File: src/rtl/seq_accum_16bit.sv
// ---------------------------------------------------------------------------
// seq_accum_16bit
//
// Purpose:
//   Sequential multi-operand accumulator. It sums a group of NUM_OPS unsigned
//   16-bit operands, taking at most one operand per cycle. The running low
//   word and the incoming operand go through a single combinational 16-bit
//   ripple-carry adder (rca_2op_16bit). Each carry-out of that adder bumps a
//   high-word counter, so the full group sum never overflows.
//
//   Both sides use valid/ready handshakes. After a group completes, the block
//   holds the result until the consumer accepts it. It then clears itself and
//   starts the next group on the following cycle.
//
// Ports:
//   clk        in   1      rising-edge clock
//   rst        in   1      asynchronous active-high reset
//   clr        in   1      synchronous abort (drops current group / result)
//   in_valid   in   1      in_data is valid
//   in_ready   out  1      an operand is accepted this cycle if in_valid
//   in_data    in   16     operand
//   out_valid  out  1      out_sum holds a completed group sum
//   out_ready  in   1      consumer accepts out_sum
//   out_sum    out  OUT_W  group sum, zero-extended
//   out_cnt    out  8      operands accepted so far in the current group
// ---------------------------------------------------------------------------

// Purely combinational 16-bit two-operand ripple-carry adder.
// The outputs are S[15:0] = sum and S[16] = carry-out.
module rca_2op_16bit (
  input  logic [15:0] a_i,
  input  logic [15:0] b_i,
  input  logic        cin_i,
  output logic [16:0] s_o
);

  logic [16:0] carry;

  assign carry[0] = cin_i;

  // One full-adder cell per bit. The carry ripples from bit 0 upward.
  for (genvar i = 0; i < 16; i++) begin : g_fa
    assign s_o[i]       = a_i[i] ^ b_i[i] ^ carry[i];
    assign carry[i + 1] = (a_i[i] & b_i[i]) | (carry[i] & (a_i[i] ^ b_i[i]));
  end

  assign s_o[16] = carry[16];

endmodule

module seq_accum_16bit #(
  parameter  int NUM_OPS = 4,
  localparam int OUT_W   = 16 + $clog2(NUM_OPS)
) (
  input  logic             clk,
  input  logic             rst,
  input  logic             clr,
  input  logic             in_valid,
  output logic             in_ready,
  input  logic [15:0]      in_data,
  output logic             out_valid,
  input  logic             out_ready,
  output logic [OUT_W-1:0] out_sum,
  output logic [7:0]       out_cnt
);

  localparam int       HI_W     = OUT_W - 16;
  localparam bit [7:0] LAST_CNT = 8'(NUM_OPS - 1);

  typedef enum logic {
    ACCUM = 1'b0,
    DONE  = 1'b1
  } state_e;

  state_e             state_q, state_d;
  logic [15:0]        accLo_q, accLo_d;
  logic [HI_W-1:0]    accHi_q, accHi_d;
  logic [7:0]         cnt_q, cnt_d;
  logic [OUT_W-1:0]   outSum_q, outSum_d;

  logic [16:0]        rcaSum;
  logic               accept;

  // The running low word plus the new operand, with no carry-in.
  rca_2op_16bit u_rca (
    .a_i   (accLo_q),
    .b_i   (in_data),
    .cin_i (1'b0),
    .s_o   (rcaSum)
  );

  assign in_ready  = (state_q == ACCUM);
  assign out_valid = (state_q == DONE);
  assign accept    = in_valid && in_ready;
  assign out_sum   = outSum_q;
  assign out_cnt   = cnt_q;

  // Next-state logic. The default is to hold everything. An accepted operand
  // folds into the accumulator, and the last operand of a group also latches
  // the full sum. clr is applied last so that it overrides every other action.
  always_comb begin
    state_d  = state_q;
    accLo_d  = accLo_q;
    accHi_d  = accHi_q;
    cnt_d    = cnt_q;
    outSum_d = outSum_q;

    case (state_q)
      ACCUM: begin
        if (accept) begin
          accLo_d = rcaSum[15:0];
          accHi_d = accHi_q + HI_W'(rcaSum[16]);
          cnt_d   = cnt_q + 8'd1;
          if (cnt_q == LAST_CNT) begin
            outSum_d = {accHi_d, rcaSum[15:0]};
            state_d  = DONE;
          end
        end
      end
      DONE: begin
        if (out_ready) begin
          accLo_d = '0;
          accHi_d = '0;
          cnt_d   = '0;
          state_d = ACCUM;
        end
      end
      default: state_d = ACCUM;
    endcase

    if (clr) begin
      state_d  = ACCUM;
      accLo_d  = '0;
      accHi_d  = '0;
      cnt_d    = '0;
      outSum_d = '0;
    end
  end

  // State and datapath registers. Reset clears everything at once.
  always_ff @(posedge clk or posedge rst) begin
    if (rst) begin
      state_q  <= ACCUM;
      accLo_q  <= '0;
      accHi_q  <= '0;
      cnt_q    <= '0;
      outSum_q <= '0;
    end else begin
      state_q  <= state_d;
      accLo_q  <= accLo_d;
      accHi_q  <= accHi_d;
      cnt_q    <= cnt_d;
      outSum_q <= outSum_d;
    end
  end

endmodule

File: config.mk
export PLATFORM = sky130hd
export DESIGN_NAME = seq_accum_16bit
export DESIGN_NICKNAME = d
export VERILOG_FILES = /design/src/rtl/seq_accum_16bit.sv
export SDC_FILE = /design/constraint.sdc
export NUM_CORES = 1
export LEC_CHECK = 0
export CORE_UTILIZATION = 44
export DETAILED_ROUTE_END_ITERATION = 7
export PLACE_DENSITY = 0.7
export SETUP_SLACK_MARGIN = 0.05
export SLEW_MARGIN = 20
export SYNTH_ARGS = -nofsm -noshare
export SYNTH_HDL_FRONTEND = slang
export SYNTH_SLANG_ARGS = --single-unit
export TNS_END_PERCENT = 10
File: constraint.sdc
create_clock -name clk -period 10.5 [get_ports clk]
set_input_delay 2.1 -clock clk [delete_from_list [all_inputs] [get_ports clk]]
set_output_delay 2.1 -clock clk [all_outputs]
set_load 0.02 [all_outputs]
==> results.cfg <==
[critical_path]
critPathLaunchType = input pin
end_kind = flip-flop
required_ns = 10.69
path_class = input pin to flip-flop
cp_max_fo = 3
arrival_ns = 8.67

[timing]
rsz0062_at_grt = false
fin_crit_sh_pct = 80.8
report.final.slew_viol_count = 0
finalSetupViolations = 0
max_freq_mhz = 118
hold_viol_final = 0
finalCriticalPeriod_ns = 8.49
worstMarginPinSlew_ns = 0.919
max-slew-margin-rel_pct = 38.7
finClkSkew_ns = 0.00281
setup_tns_ns = 0

[routing]
drt_iter0_drc = 98
antenna_left = 0
wl_per_cell_um = 13.8
firstDrtPassIters = 4
wl_mm = 4.87
vias_per_cell = 5.05
drcViolationCount = 0
route.vias.total = 1779

[floorplan]
core_sq_um = 5470
die_h_um = 77.4
die_w_um = 77.4
die_area_sq_um = 5980
start_util_pct = 45.7
fp-row-count = 27
ios = 49

[cts]
cts_num_sinks = 45
cts_tree = built
clockBufferDepth = 2
clk_pin_slew_worst_paths_ns = 0.08
ctsHoldBuffers = 0
clk_latency_ns = 0.29
htreeDepth = 2
cts_setup_buffers = 0
cts_made_buffers = 5
cts-root-buf = clkbuf_8
post_cts_resized = 0

[final_layout]
areaGrowthSynthToFinish_pct = 24.8
n_antenna_cell = 0
drive_gt1_share_pct = 8.93
nNetsFinal = 318
finalNonFillerCells = 352

[synth]
ys_warn_count = 0
synthesis.nets = 272
syn_area_sq_um = 2500
seq_area_frac_synth_pct = 45.1
synth-edff-count = 0
netlist_instances = 233
synth_top_area_share_pct = 45.1
yosys.area.top_type = dfrtp_1
synth_cell_types = 29
yosys-top-cells-count = dfrtp_1 (45), inv_1 (30), nand3_1 (21)
synth_ff_type = dfrtp_1
ys_ff_latch = 45
async_flop_share_pct = 100
yosysMostFrequentCell = dfrtp_1
syn_avg_cell_area_sq_um = 10.7
synthTopCellsByArea = dfrtp_1 (45%), fa_1 (12%), inv_1 (4.5%)

[status]
status = finished clean

[run]
max_cap_violations = 0

[global_route]
grt_pass1_vias = 1849
grt_max_degree = 48
grt_antenna_before_repair = 0
overflow = 0
globalRouteTotalUtil_pct = 18.3
grt_pass1_wl_mm = 8.64

[power]
leakagePower_nw = 1.34
ir_drop_uv = 65.2
pwr_density_cell_nw_per_um2 = 119

[place]
gp_congestion = 0.770
dpl.hpwl_mm = 3.28
port_buffers = 48
placed_cells_incl_taps = 344

[hold_path]
hold_path.class = flip-flop to flip-flop
==> report_power, final <==
group	leakage, nW	internal (mW)	switching (mW)
logic	0.680	0.0358	0.0416
clock network	0.0395	0.0474	0.0566
registers	0.616	0.184	0.00707
total	1.34	0.267	0.105
==> final timing paths <==
kind                                        startpoint                       to  slack (ns)  cells past startpoint
max in group asynchronous                          rst   accLo_q[5]$_DFFE_PP0P_        7.60                      2
worst min register to register  accLo_q[7]$_DFFE_PP0P_   accLo_q[7]$_DFFE_PP0P_        0.51                      2
worst max-delay path                        in_data[0]  out_sum[17]$_DFFE_PP0P_        2.01                     23
worst max register to register  accLo_q[0]$_DFFE_PP0P_  out_sum[17]$_DFFE_PP0P_        3.93                     22
worst min-delay path            accLo_q[7]$_DFFE_PP0P_   accLo_q[7]$_DFFE_PP0P_        0.51                      2
min in group asynchronous                          rst   out_cnt[3]$_DFFE_PP0P_        2.32                      2
==> worst max-delay path: stages <==
cell and delay (ns):
clkdlybuf4s50_1 0.47, ha_1 0.14, inv_1 0.05, fa_1 0.38, fa_1 0.38, fa_1 0.39
fa_1 0.40, fa_1 0.39, fa_1 0.38, fa_1 0.38, fa_1 0.39, fa_1 0.39
fa_1 0.40, fa_1 0.39, fa_1 0.39, inv_1 0.08, fa_1 0.19, fa_1 0.19
fa_1 0.16, ha_1 0.19, xnor2_1 0.12, nor2_1 0.05, mux2_2 0.27
==> area by class of cell <==
class | count | area (sq um)
clock buffers | 8 | 80.1
fillers | 500 | 2350
inverters | 30 | 113
multi-input cells | 147 | 1210
flip-flops and latches | 45 | 1130
well taps | 72 | 90.1
repair buffers | 50 | 495
==> state kept, by name, indices dropped and copies added, names as in the netlist <==
signal and cells:
accHi_q 2, accLo_q 16, out_cnt 8, out_sum 18, out_valid 1
==> metrics by stage <==
step	power [mW]	util, %	setup WS, ns	hold slack (ns)	area [sq um]
6_report	0.373	57.0	2.01	0.509	3120
5_1_grt	0.399	57.0	1.80	0.531	3120
4_1_cts	0.379	57.0	2.02	0.514	3120
3_5_place_dp	0.273	55.5	1.70	0.491	3040
3_3_place_gp	0.272	55.5	1.78	0.482	3040
2_1_floorplan	0.246	-	2.45	0.469	2500
==> logic make-up after synthesis <==
logic type                 share of synthesized area, %
buffers and inverters                              6.46
muxes                                              8.46
xor gates and xnor gates                          0.701
and+or+nand+nor                                    18.1
adders and majority gates                          13.5
DFF                                                45.1
AOI/OAI and AO/OA                                  7.71
==> metal layers <==
metal  vias to the layer above  share of wire, %  global-route usage [%]
met5                         -                 0                       0
met3                         8               5.0                    4.00
li1                        860                 -                       -
met1                       865                49                    25.9
met2                        46                45                    28.1
met4                         0               1.3                    5.47
==> cell usage in the layout, fill, tap and decap left out, types with 2 or more instances in the layout <==
| cell | count |
|---|---|
| ha_1 | 3 |
| fa_1 | 15 |
| or3_1 | 4 |
| nand2b_1 | 17 |
| buf_4 | 2 |
| nand3_1 | 21 |
| clkbuf_8 | 5 |
| or2_2 | 6 |
| o31ai_1 | 8 |
| nand3b_1 | 2 |
| a21oi_1 | 9 |
| or4_4 | 2 |
| o21ai_0 | 16 |
| mux2i_1 | 11 |
| nor2b_1 | 7 |
| clkbuf_1 | 3 |
| xnor2_1 | 2 |
| nand2_1 | 2 |
| clkdlybuf4s50_1 | 48 |
| nor2_1 | 8 |
| inv_1 | 29 |
| dfrtp_1 | 45 |
| mux2_4 | 6 |
No activity file was read; power rests on OpenSTA's default activity.
